### src/rtl/riscv_modq_pkg.sv
// Shared decode constants and state encodings for the modular-arithmetic coprocessor.
package riscv_modq_pkg;

    localparam logic [6:0] OPCODE_MODQ = 7'h0B;
    localparam logic [6:0] FUNCT7_MODQ = 7'h01;

    typedef enum logic [2:0] {
        F3_ADDMOD = 3'b000,
        F3_SUBMOD = 3'b001,
        F3_MULQ   = 3'b010,
        F3_SETQ   = 3'b011,
        F3_GETQ   = 3'b100
    } modq_func3_e;

    typedef enum logic [1:0] {
        IDLE,
        MUL,
        RESP
    } modq_state_e;

endpackage

### src/rtl/modq_mul_seq.sv
// Bit-serial interleaved modular multiplier: one bit of b per cycle, MSB first.
module modq_mul_seq
    import riscv_modq_pkg::*;
#(
    parameter int unsigned QW = 16
) (
    input  logic          clk,
    input  logic          reset,
    input  logic          start,
    input  logic [QW-1:0] a,
    input  logic [QW-1:0] b,
    input  logic [QW-1:0] q,
    output logic          done,
    output logic [QW-1:0] p
);

    localparam int unsigned CW = $clog2(QW);

    logic [QW-1:0] a_r, b_r, q_r, acc;
    logic [CW-1:0] cnt;
    logic          run;
    logic [QW:0]   dbl, r1, sum, qx;

    // Each step keeps acc < q, so the QW+1-bit intermediates never overflow.
    always_comb begin
        qx  = {1'b0, q_r};
        dbl = {acc, 1'b0};
        r1  = (dbl >= qx) ? dbl - qx : dbl;
        sum = r1 + (b_r[cnt] ? {1'b0, a_r} : '0);
        p   = (sum >= qx) ? QW'(sum - qx) : sum[QW-1:0];
    end

    // done flags the cycle in which the final bit is folded in; p is valid then.
    assign done = run && (cnt == '0);

    always_ff @(posedge clk or posedge reset) begin
        if (reset) begin
            run <= 1'b0;
            cnt <= '0;
            acc <= '0;
            a_r <= '0;
            b_r <= '0;
            q_r <= '0;
        end else if (start) begin
            run <= 1'b1;
            cnt <= CW'(QW - 1);
            acc <= '0;
            a_r <= a;
            b_r <= b;
            q_r <= q;
        end else if (run) begin
            acc <= p;
            if (cnt == '0) run <= 1'b0;
            else           cnt <= cnt - 1'b1;
        end
    end

endmodule

### src/rtl/riscv_modq_unit.sv
// Custom-0 modular arithmetic unit: ADDMOD/SUBMOD/MULQ over a programmable modulus q.
module riscv_modq_unit
    import riscv_modq_pkg::*;
#(
    parameter int unsigned XLEN      = 32,
    parameter int unsigned QW        = 16,
    parameter int unsigned Q_DEFAULT = 3329
) (
    input  logic            clk,
    input  logic            reset,
    input  logic            valid,
    input  logic [31:0]     instruction,
    input  logic [XLEN-1:0] rs1,
    input  logic [XLEN-1:0] rs2,
    output logic            wr,
    output logic [XLEN-1:0] rd,
    output logic            busy,
    output logic            ready
);

    modq_state_e   state_q, state_d;
    modq_func3_e   f3;
    logic          hit, accept, legal, setq_ok;
    logic [QW-1:0] q_r, a, b, res, mul_p;
    logic [QW:0]   qx, s, d;
    logic          mul_done;
    logic [XLEN-1:0] rd_r;
    logic          wr_r;
    logic          unused_bits;

    assign f3      = modq_func3_e'(instruction[14:12]);
    assign hit     = valid && (instruction[6:0] == OPCODE_MODQ) && (instruction[31:25] == FUNCT7_MODQ);
    assign accept  = hit && (state_q == IDLE);
    assign a       = rs1[QW-1:0];
    assign b       = rs2[QW-1:0];
    assign setq_ok = (rs1[XLEN-1:QW] == '0) && (rs1[QW-1:0] >= QW'(2));
    assign unused_bits = ^{instruction[24:15], instruction[11:7], rs2[XLEN-1:QW]};

    always_ff @(posedge clk or posedge reset) begin
        if (reset) state_q <= IDLE;
        else       state_q <= state_d;
    end

    always_comb begin
        state_d = state_q;
        case (state_q)
            IDLE:    if (accept) state_d = (f3 == F3_MULQ) ? MUL : RESP;
            MUL:     if (mul_done) state_d = RESP;
            RESP:    state_d = IDLE;
            default: state_d = IDLE;
        endcase
    end

    always_comb begin
        busy  = (state_q != IDLE);
        ready = (state_q == RESP);
        wr    = ready && wr_r;
        rd    = rd_r;
    end

    // Single-cycle ops resolve at the accept edge straight from rs1/rs2.
    always_comb begin
        qx    = {1'b0, q_r};
        s     = {1'b0, a} + {1'b0, b};
        d     = {1'b0, a} - {1'b0, b};
        res   = '0;
        legal = 1'b1;
        case (f3)
            F3_ADDMOD: res = (s >= qx) ? QW'(s - qx) : s[QW-1:0];
            F3_SUBMOD: res = d[QW] ? QW'(d + qx) : d[QW-1:0];
            F3_MULQ:   res = '0;
            F3_SETQ:   res = setq_ok ? q_r : '0;
            F3_GETQ:   res = q_r;
            default:   legal = 1'b0;
        endcase
    end

    always_ff @(posedge clk or posedge reset) begin
        if (reset) begin
            q_r  <= QW'(Q_DEFAULT);
            rd_r <= '0;
            wr_r <= 1'b0;
        end else if (accept) begin
            wr_r <= legal;
            if (f3 != F3_MULQ) rd_r <= {{(XLEN-QW){1'b0}}, res};
            if (f3 == F3_SETQ && setq_ok) q_r <= rs1[QW-1:0];
        end else if (state_q == MUL && mul_done) begin
            rd_r <= {{(XLEN-QW){1'b0}}, mul_p};
        end
    end

    modq_mul_seq #(.QW(QW)) u_mul (
        .clk   (clk),
        .reset (reset),
        .start (accept && (f3 == F3_MULQ)),
        .a     (a),
        .b     (b),
        .q     (q_r),
        .done  (mul_done),
        .p     (mul_p)
    );

endmodule

### config.mk
export PLATFORM = sky130hd
export DESIGN_NAME = riscv_modq_unit
export DESIGN_NICKNAME = d
export VERILOG_FILES = /design/src/rtl/riscv_modq_pkg.sv /design/src/rtl/modq_mul_seq.sv /design/src/rtl/riscv_modq_unit.sv
export SDC_FILE = /design/constraint.sdc
export NUM_CORES = 1
export LEC_CHECK = 0
export CAP_MARGIN = 0
export CORE_ASPECT_RATIO = 1.4
export CORE_MARGIN = 2
export CORE_UTILIZATION = 40
export DETAILED_ROUTE_END_ITERATION = 8
export REMOVE_ABC_BUFFERS = 1
export SLEW_MARGIN = 10
export SYNTH_ARGS = -nofsm -noshare
export SYNTH_HDL_FRONTEND = slang
export SYNTH_SLANG_ARGS = --single-unit
### constraint.sdc
create_clock -name clk -period 7.3 [get_ports clk]
set_clock_uncertainty 0.2 [all_clocks]
set_input_delay 1.095 -clock clk [delete_from_list [all_inputs] [get_ports clk]]
set_output_delay 1.095 -clock clk [all_outputs]
set_load 0.05 [all_outputs]
==> results.md, run 1 <==
- Status: completed
- Syn Area/Cell: approximately 8.1 sq um
- Setup bufs post-CTS: 0
- Clock buffer depth: 2
- Most frequent CP cell: ha_1
- Data arrival, critical path: 6.90 ns
- Buffers added on ports: 86
- Clock root buffer: clkbuf_16
- Final setup fails: 0
- EDFF count, synth: 0
- 1st-pass router iterations: 5
- Area taken by multi-input logic gates: 7550 sq um
- Post-DP Area: 11900 sq um
- Max Freq: approximately 0.15 GHz
- Dpl hpwl: 25800 um
- Critical Path End Type: flip-flop
- Via count: 9650
- Setup tns final: 0 ns
- CTS tree: built
- Final Max Slew Viols: 0
- Final instance area: 12200 sq um
- FF+latch area: 2610 sq um
- FFs w/ async S/R, synth: 100%
- Slew HR: 35.7%
- Share of layout cells above drive strength 1: 8.14%
- CP Max Fanout: 18
- Yosys warns: 0
- Post-Synthesis Cells: 1316
- Core area: around 26000 sq um
- Global-route wire length before repair: 49500 um
- Iter 0 DRT Violations: between 400 and 500
- # fillers: roughly 2600
- Worst setup path class: flip-flop to flip-flop
- Rows: 70
- Peak VDD IR: between 0.15 and 0.2 mV
- Max-cap violation count: 0
- Period utilization: 93.9%
- Die height: about 200 um
- Synthesized area: 10700 sq um
- # hold bufs at CTS: 0
- Tightest Hold Check Type: flip-flop to flip-flop
- Largest net degree at the start of global routing: 64
- Slowest CP cell: or4_1
- Final ANT Viol Nets: 0
- Post-synthesis sequential area ratio: 24.3%
- Leak pwr: ~0.0053 uW
- Commonest non-fill, non-tap cells in the layout: 153 x nand2_1, 114 x ha_1, 112 x nor2_1, 100 x o21ai_0, 100 x dfrtp_1
- Ant diodes: 0
- #FFs+latches synth: about 100
- Pwr Density: between 400 and 500 nW/um^2
- Initial antenna violation count: 0
- Vias per cell: 5.63
- Ys flop type: dfrtp_1
- Initial core utilization: 40.8%
- Worst setup SP type: flip-flop
- Worst path required time: 7.34 ns
- RSZ-0062 raised after global routing: no
- Finished Core Util: 46.4%
- CP max stage delay: roughly 0.58 ns
- CTS Sinks: 104
- Tot GR Track Use: 22.4%
- Least-Margin Pin Slew: roughly 0.95 ns
- Commonest non-fill, non-tap cell in the layout: nand2_1
- Num CTS Buffers: 9
- Period minus WS final: 6.85 ns
- DRC errors left: 0
- Drt total wl: 31200 um
- Clock Pin Slew Worst Setup and Hold Paths: about 0.080 ns
- Global route overflow: 0
- Vias in the first global route: roughly 9600
- Final hold viol count: 0
- GP Congestion: ~0.92
- Htree depth: 3
- Area grow syn2layout: 13.8%
- WL/cell: 18.2 um
- Unique masters post-synth: 84
- Area of the die: 28200 sq um
- Nets: 1604
- Die X: ~140 um
- IO Count: 134
- Clock latency at the later pin of the worst-skew pair: 0.37 ns
==> per-stage QoR <==
stage | power [uW] | setup slack, ns | cells | hold WS [ns]
after floorplan | 3480 | 0.267 | 1269 | 0.230
after global placement | 4400 | 0.245 | 1697 | 0.244
after detailed placement | 4440 | 0.264 | 1697 | 0.251
after CTS | 4990 | 0.295 | 1713 | 0.268
after global routing | 5480 | 0.0633 | 1713 | 0.298
final | 5090 | 0.449 | 1713 | 0.265
==> cell usage after synthesis (all sizes together) (14+ instances only) <==
master / number / area share, %
a211oi: 16 / 1.2
a21o: 23 / 1.7
a21oi: 84 / 4.0
and2: 21 / 1.2
buf: 26 / 1.8
clkbuf: 35 / 1.3
dfrtp: 100 / 23
ha: 114 / 13
inv: 84 / 2.9
mux2: 34 / 3.6
mux2i: 22 / 2.1
nand2: 154 / 5.4
nand2b: 15 / 0.88
nand3: 14 / 0.65
nor2: 112 / 3.9
nor2b: 19 / 1.1
nor3: 33 / 1.6
o21a: 24 / 1.7
o21ai: 106 / 5.0
xnor2: 63 / 5.1
xor2: 24 / 2.0
==> flip-flops by register name (all words and copies together), names as in the netlist <==
signal	cells
q_r	16
u_mul.q_r	16
u_mul.cnt	4
u_mul.run	1
state_q	2
rd	16
u_mul.b_r	16
u_mul.acc	16
u_mul.a_r	16
wr_r	1
==> final timing paths <==
kind,start,endpoint,slack [ns],cells after the start
setup reg to reg,u_mul.q_r[1],rd[4],0.45,30
hold / removal,u_mul.a_r[7],u_mul.a_r[7],0.27,2
hold reg to reg,u_mul.a_r[7],u_mul.a_r[7],0.27,2
setup / recovery,u_mul.q_r[1],rd[4],0.45,30
max in group asynchronous,reset,u_mul.a_r[0],4.72,3
min in group asynchronous,reset,u_mul.a_r[15],0.93,2
==> layout make-up <==
| class | count | share of cell area, % |
|---|---|---|
| Timing Repair Buffer | 104 | 8.27 |
| Tap cell | 324 | 3.32 |
| Sequential cell | 104 | 21.4 |
| Multi-Input combinational cell | 1081 | 61.9 |
| Clock buffer | 10 | 1.96 |
| Clock inverter | 6 | 0.615 |
| Inverter | 84 | 2.61 |
==> cells by family (layout without fill, tap and decap cells) <==
logic type / after synthesis / in the layout / share of synthesized area, %
adder cells (fa/ha/maj): 121 / 121 / 14.6
AND/OR/NAND/NOR: 433 / 433 / 19.1
buffers and inverters: 146 / 204 / 6.16
other: 1 / 16 / 0.0350
multiplexers: 61 / 61 / 6.67
XOR/XNOR: 87 / 87 / 7.11
flip-flops: 104 / 104 / 24.3
AO/OA/AOI/OAI: 363 / 363 / 22.0
==> layer usage <==
| layer | vias to the layer above | part of all wire (%) | GRT usage (%) |
|---|---|---|---|
| li1 | 4814 | - | - |
| met3 | 75 | 2.2 | 1.93 |
| met1 | 4575 | 41 | 25.7 |
| met2 | 186 | 51 | 41.1 |
| met5 | - | 0 | 0 |
| met4 | 0 | 5.3 | 11.4 |
==> worst max-delay path, delay by kind of cell, from the launching register on <==
family	cells	cell delay (ns)
AOI/OAI and AO/OA	15	2.86
and+or+nand+nor	6	1.11
adders and majority gates	4	1.08
buffers and inverters	3	0.50
DFF	1	0.42
muxes	1	0.38
xor gates and xnor gates	1	0.16
==> what timing repair did <==
action,4_1_cts,5_1_grt
gates resized for setup,0,6
hold endpoints to repair,0,0
setup endpoints to repair,0,15
==> power breakdown <==
part / leakage, uW / switching, uW / total, uW / internal, uW
clock: 0.000151 / 243 / 523 / 280
combinational: 0.00383 / 2220 / 3820 / 1600
sequential: 0.00136 / 80.3 / 746 / 665
Note: power is estimated with default switching activity, not from simulation.
==> inputs of run 2 (changes only) <==
--- a/config.mk
+++ b/config.mk
@@ -14,4 +14,5 @@
 export SLEW_MARGIN = 10
 export SYNTH_ARGS = -nofsm -noshare
 export SYNTH_HDL_FRONTEND = slang
+export SYNTH_HIERARCHICAL = 1
 export SYNTH_SLANG_ARGS = --single-unit
==> results.md, run 2 <==
- CTS tree: built
- Top-count cell post-synth: ha_1
- Final std cells w/o fill: 1808 (+5.5%)
- Pwr Density: 254 nW/um^2 (-39%)
- Period utilization: 96.2% (+2.3 points)
- GP Congestion: 0.952 (+4.0%)
- Core area: 26900 sq um (+2.4%)
- Worst Slack Setup Final: 0.280 ns (-0.169 ns)
- Tightest Hold Check Type: flip-flop to flip-flop
- Max Freq: 0.142 GHz (-2.4%)
- Final ANT Viol Nets: 0 (unchanged)
- Rows: 71 (+1.4%)
- Yosys warns: 6 (+6)
- Post-Synthesis Cells: 1285 (-2.4%)
- Status: completed
- WL/cell: 18.8 um (+3.2%)
- Iter 0 DRT Violations: 594 (+21%)
- EDFF count, synth: 0 (unchanged)
- Clock latency at the later pin of the worst-skew pair: 0.36 ns (about the same)
- DRC errors left: 0 (unchanged)
- R2R cell count: 34 (+13%)
- Share of layout cells above drive strength 1: 18.2% (+10 points)
- Largest net degree at the start of global routing: 70 (+9.4%)
- Largest area contributor in the netlist: dfrtp_1
- Num CTS Buffers: 9 (unchanged)
- Unique masters post-synth: 93 (+11%)
- Pre-CTS setup slack: -0.344 ns (-0.608 ns)
- Placed Instances: 1784 (+5.1%)
- Nets: 1657 (+3.3%)
- Slowest CP cell: a311o_2
- Die X: 144 um (+0.99%)
- Post-synthesis sequential area ratio: 23.8% (-0.49 points)
- CTS Sinks: 104 (unchanged)
- Clock buffer depth: 2 (unchanged)
- Area taken by multi-input logic gates: 7880 sq um (+4.5%)
- Initial core utilization: 40.7% (-0.16 points)
- Hold path cells: 1 (-1)
- Leak pwr: 0.00624 uW (+17%)
- Global-route wire length before repair: 52600 um (+6.3%)
- Final setup fails: 0 (unchanged)
- Max-cap violation count: 0 (unchanged)
- Worst setup SP type: flip-flop
- Commonest non-fill, non-tap cells in the layout: 113 x ha_1, 108 x nand2_1, 100 x dfrtp_1, 97 x buf_4, 93 x a21oi_1
- Syn Area/Cell: 8.52 sq um (+4.5%)
- Synthesized area: 10900 sq um (+2.1%)
- Via count: 10000 (+3.6%)
- Peak VDD IR: 0.122 mV (-34%)
- Global route overflow: 0 (unchanged)
- Buffers added on ports: 86 (unchanged)
- CP Max Fanout: 6 (-12)
- Drt total wl: 34000 um (+9.0%)
- Htree depth: 3 (unchanged)
- FFs w/ async S/R, synth: 100% (unchanged)
- FF+latch area: 2610 sq um (unchanged)
- Area grow syn2layout: 21.1%
- Setup tns final: 0 ns (unchanged)
- Area fraction of the dominant cell type after synthesis: 22.9% (-0.47 points)
- Dpl hpwl: 27800 um (+7.9%)
- Area of the die: 28700 sq um (+2.0%)
- # fillers: 2631 (+0.46%)
- Least-Margin Pin Slew: 1.06 ns (+0.106 ns)
- Data arrival, critical path: 7.04 ns (+0.14 ns)
- Worst path required time: 7.32 ns (-0.02 ns)
- Die height: 200 um (+1.0%)
- Most frequent CP cell: ha_1
- Final Max Slew Viols: 0 (unchanged)
- Initial antenna violation count: 0 (unchanged)
- CP max stage delay: 0.48 ns (-0.10 ns)
- Top cells by area, synth: dfrtp_1 23%, ha_1 13%, mux2_2 7.1%
- Clock root buffer: clkbuf_16
- Post-synth top cells: 113 x ha_1, 109 x nand2_1, 100 x dfrtp_1
- Tot GR Track Use: 23.7% (+1.3 points)
- Critical Path End Type: flip-flop
- IO Count: 134 (unchanged)
- Vias in the first global route: 9902 (+2.6%)
- Ys flop type: dfrtp_1
- Worst setup path class: flip-flop to flip-flop
- Vias per cell: 5.53 (-1.8%)
- Commonest non-fill, non-tap cell in the layout: ha_1
- Ant diodes: 0 (unchanged)
- Slew HR: 29.1% (-6.7 points)
- Clock Pin Slew Worst Setup and Hold Paths: 0.08 ns (about the same)
- Period minus WS final: 7.02 ns (+0.169 ns)
- Final hold viol count: 0 (unchanged)
- #FFs+latches synth: 104 (unchanged)
- 1st-pass router iterations: 6 (+1)
==> run 2: cell count changes after synthesis, moves of 12 or more <==
cell      change
a21oi_1      +15
nor2_1       -22
mux2i_1      -17
mux2_2       +35
nand2_1      -45
a21o_1       +17
a311oi_1     +12
==> run 2: worst paths after layout <==
kind / startpoint / endpoint / slack [ns]
worst max-delay path: u_mul/q_r[6] / rd[9] / 0.28
worst min-delay path: u_mul/a_r[7] / u_mul/a_r[7] / 0.30
worst max register to register: u_mul/q_r[6] / rd[9] / 0.28
worst min register to register: u_mul/a_r[7] / u_mul/a_r[7] / 0.30
max in group asynchronous: reset / u_mul/b_r[9] / 5.06
min in group asynchronous: reset / q_r[1] / 0.99
==> run 2: layer usage <==
metal	track usage (%)	vias up	routed length (um)
met5	0	-	0
met4	9.95	0	1540
met3	1.17	71	556
met2	45.8	184	18400
met1	26.5	4805	13500
li1	-	4942	-
==> run 2: cells by family (layout without fill, tap and decap cells) <==
logic type / Yosys count / in the layout / synth area share [%]
adder cells (fa/ha/maj): 120 / 120 / 14.2
XOR/XNOR: 90 / 90 / 7.37
AO/OA/AOI/OAI: 382 / 383 / 23.5
other: 1 / 16 / 0.0343
multiplexers: 79 / 79 / 8.59
flip-flops: 104 / 104 / 23.8
buffers and inverters: 149 / 291 / 6.05
AND/OR/NAND/NOR: 360 / 360 / 16.4
==> run 2: per-stage QoR <==
step	area (sq um)	power [uW]	util (%)	hold WS, ns
after floorplan	10700	2040	-	0.267
after global placement	12700	2710	47.3	0.281
after detailed placement	12700	2740	47.3	0.289
after CTS	13100	3300	48.6	0.307
after global routing	13300	3640	49.2	0.317
final	13300	3370	49.2	0.304
==> run 2: timing repair <==
item	in CTS	in global routing
pin swaps	2	17
endpoints found under the hold margin	0	0
setup endpoints to repair	29	32
setup buffers	0	7
gates cloned	0	1
gates resized for setup	5	34
hold buffers	0	0
==> run 2: critical path, delay by kind of cell (launching register included) <==
family,cells,cell delay [ns]
AND/OR/NAND/NOR,11,1.54
AO/OA/AOI/OAI,16,3.48
adder cells (fa/ha/maj),4,0.95
flip-flops,1,0.37
buffers and inverters,3,0.33
==> run 2: cell type report <==
type | count | share of cell area (%)
clock buffers | 9 | 1.70
clock inverters | 7 | 0.784
inverters | 89 | 2.52
multi-input cells | 1048 | 59.5
flip-flops and latches | 104 | 19.7
well taps | 365 | 3.45
repair buffers | 186 | 12.4
==> run 2: power by group <==
group          total (uW)  switching [uW]  internal (uW)
sequential            662            40.4            622
clock                 548             243            305
combinational        2160            1190            972
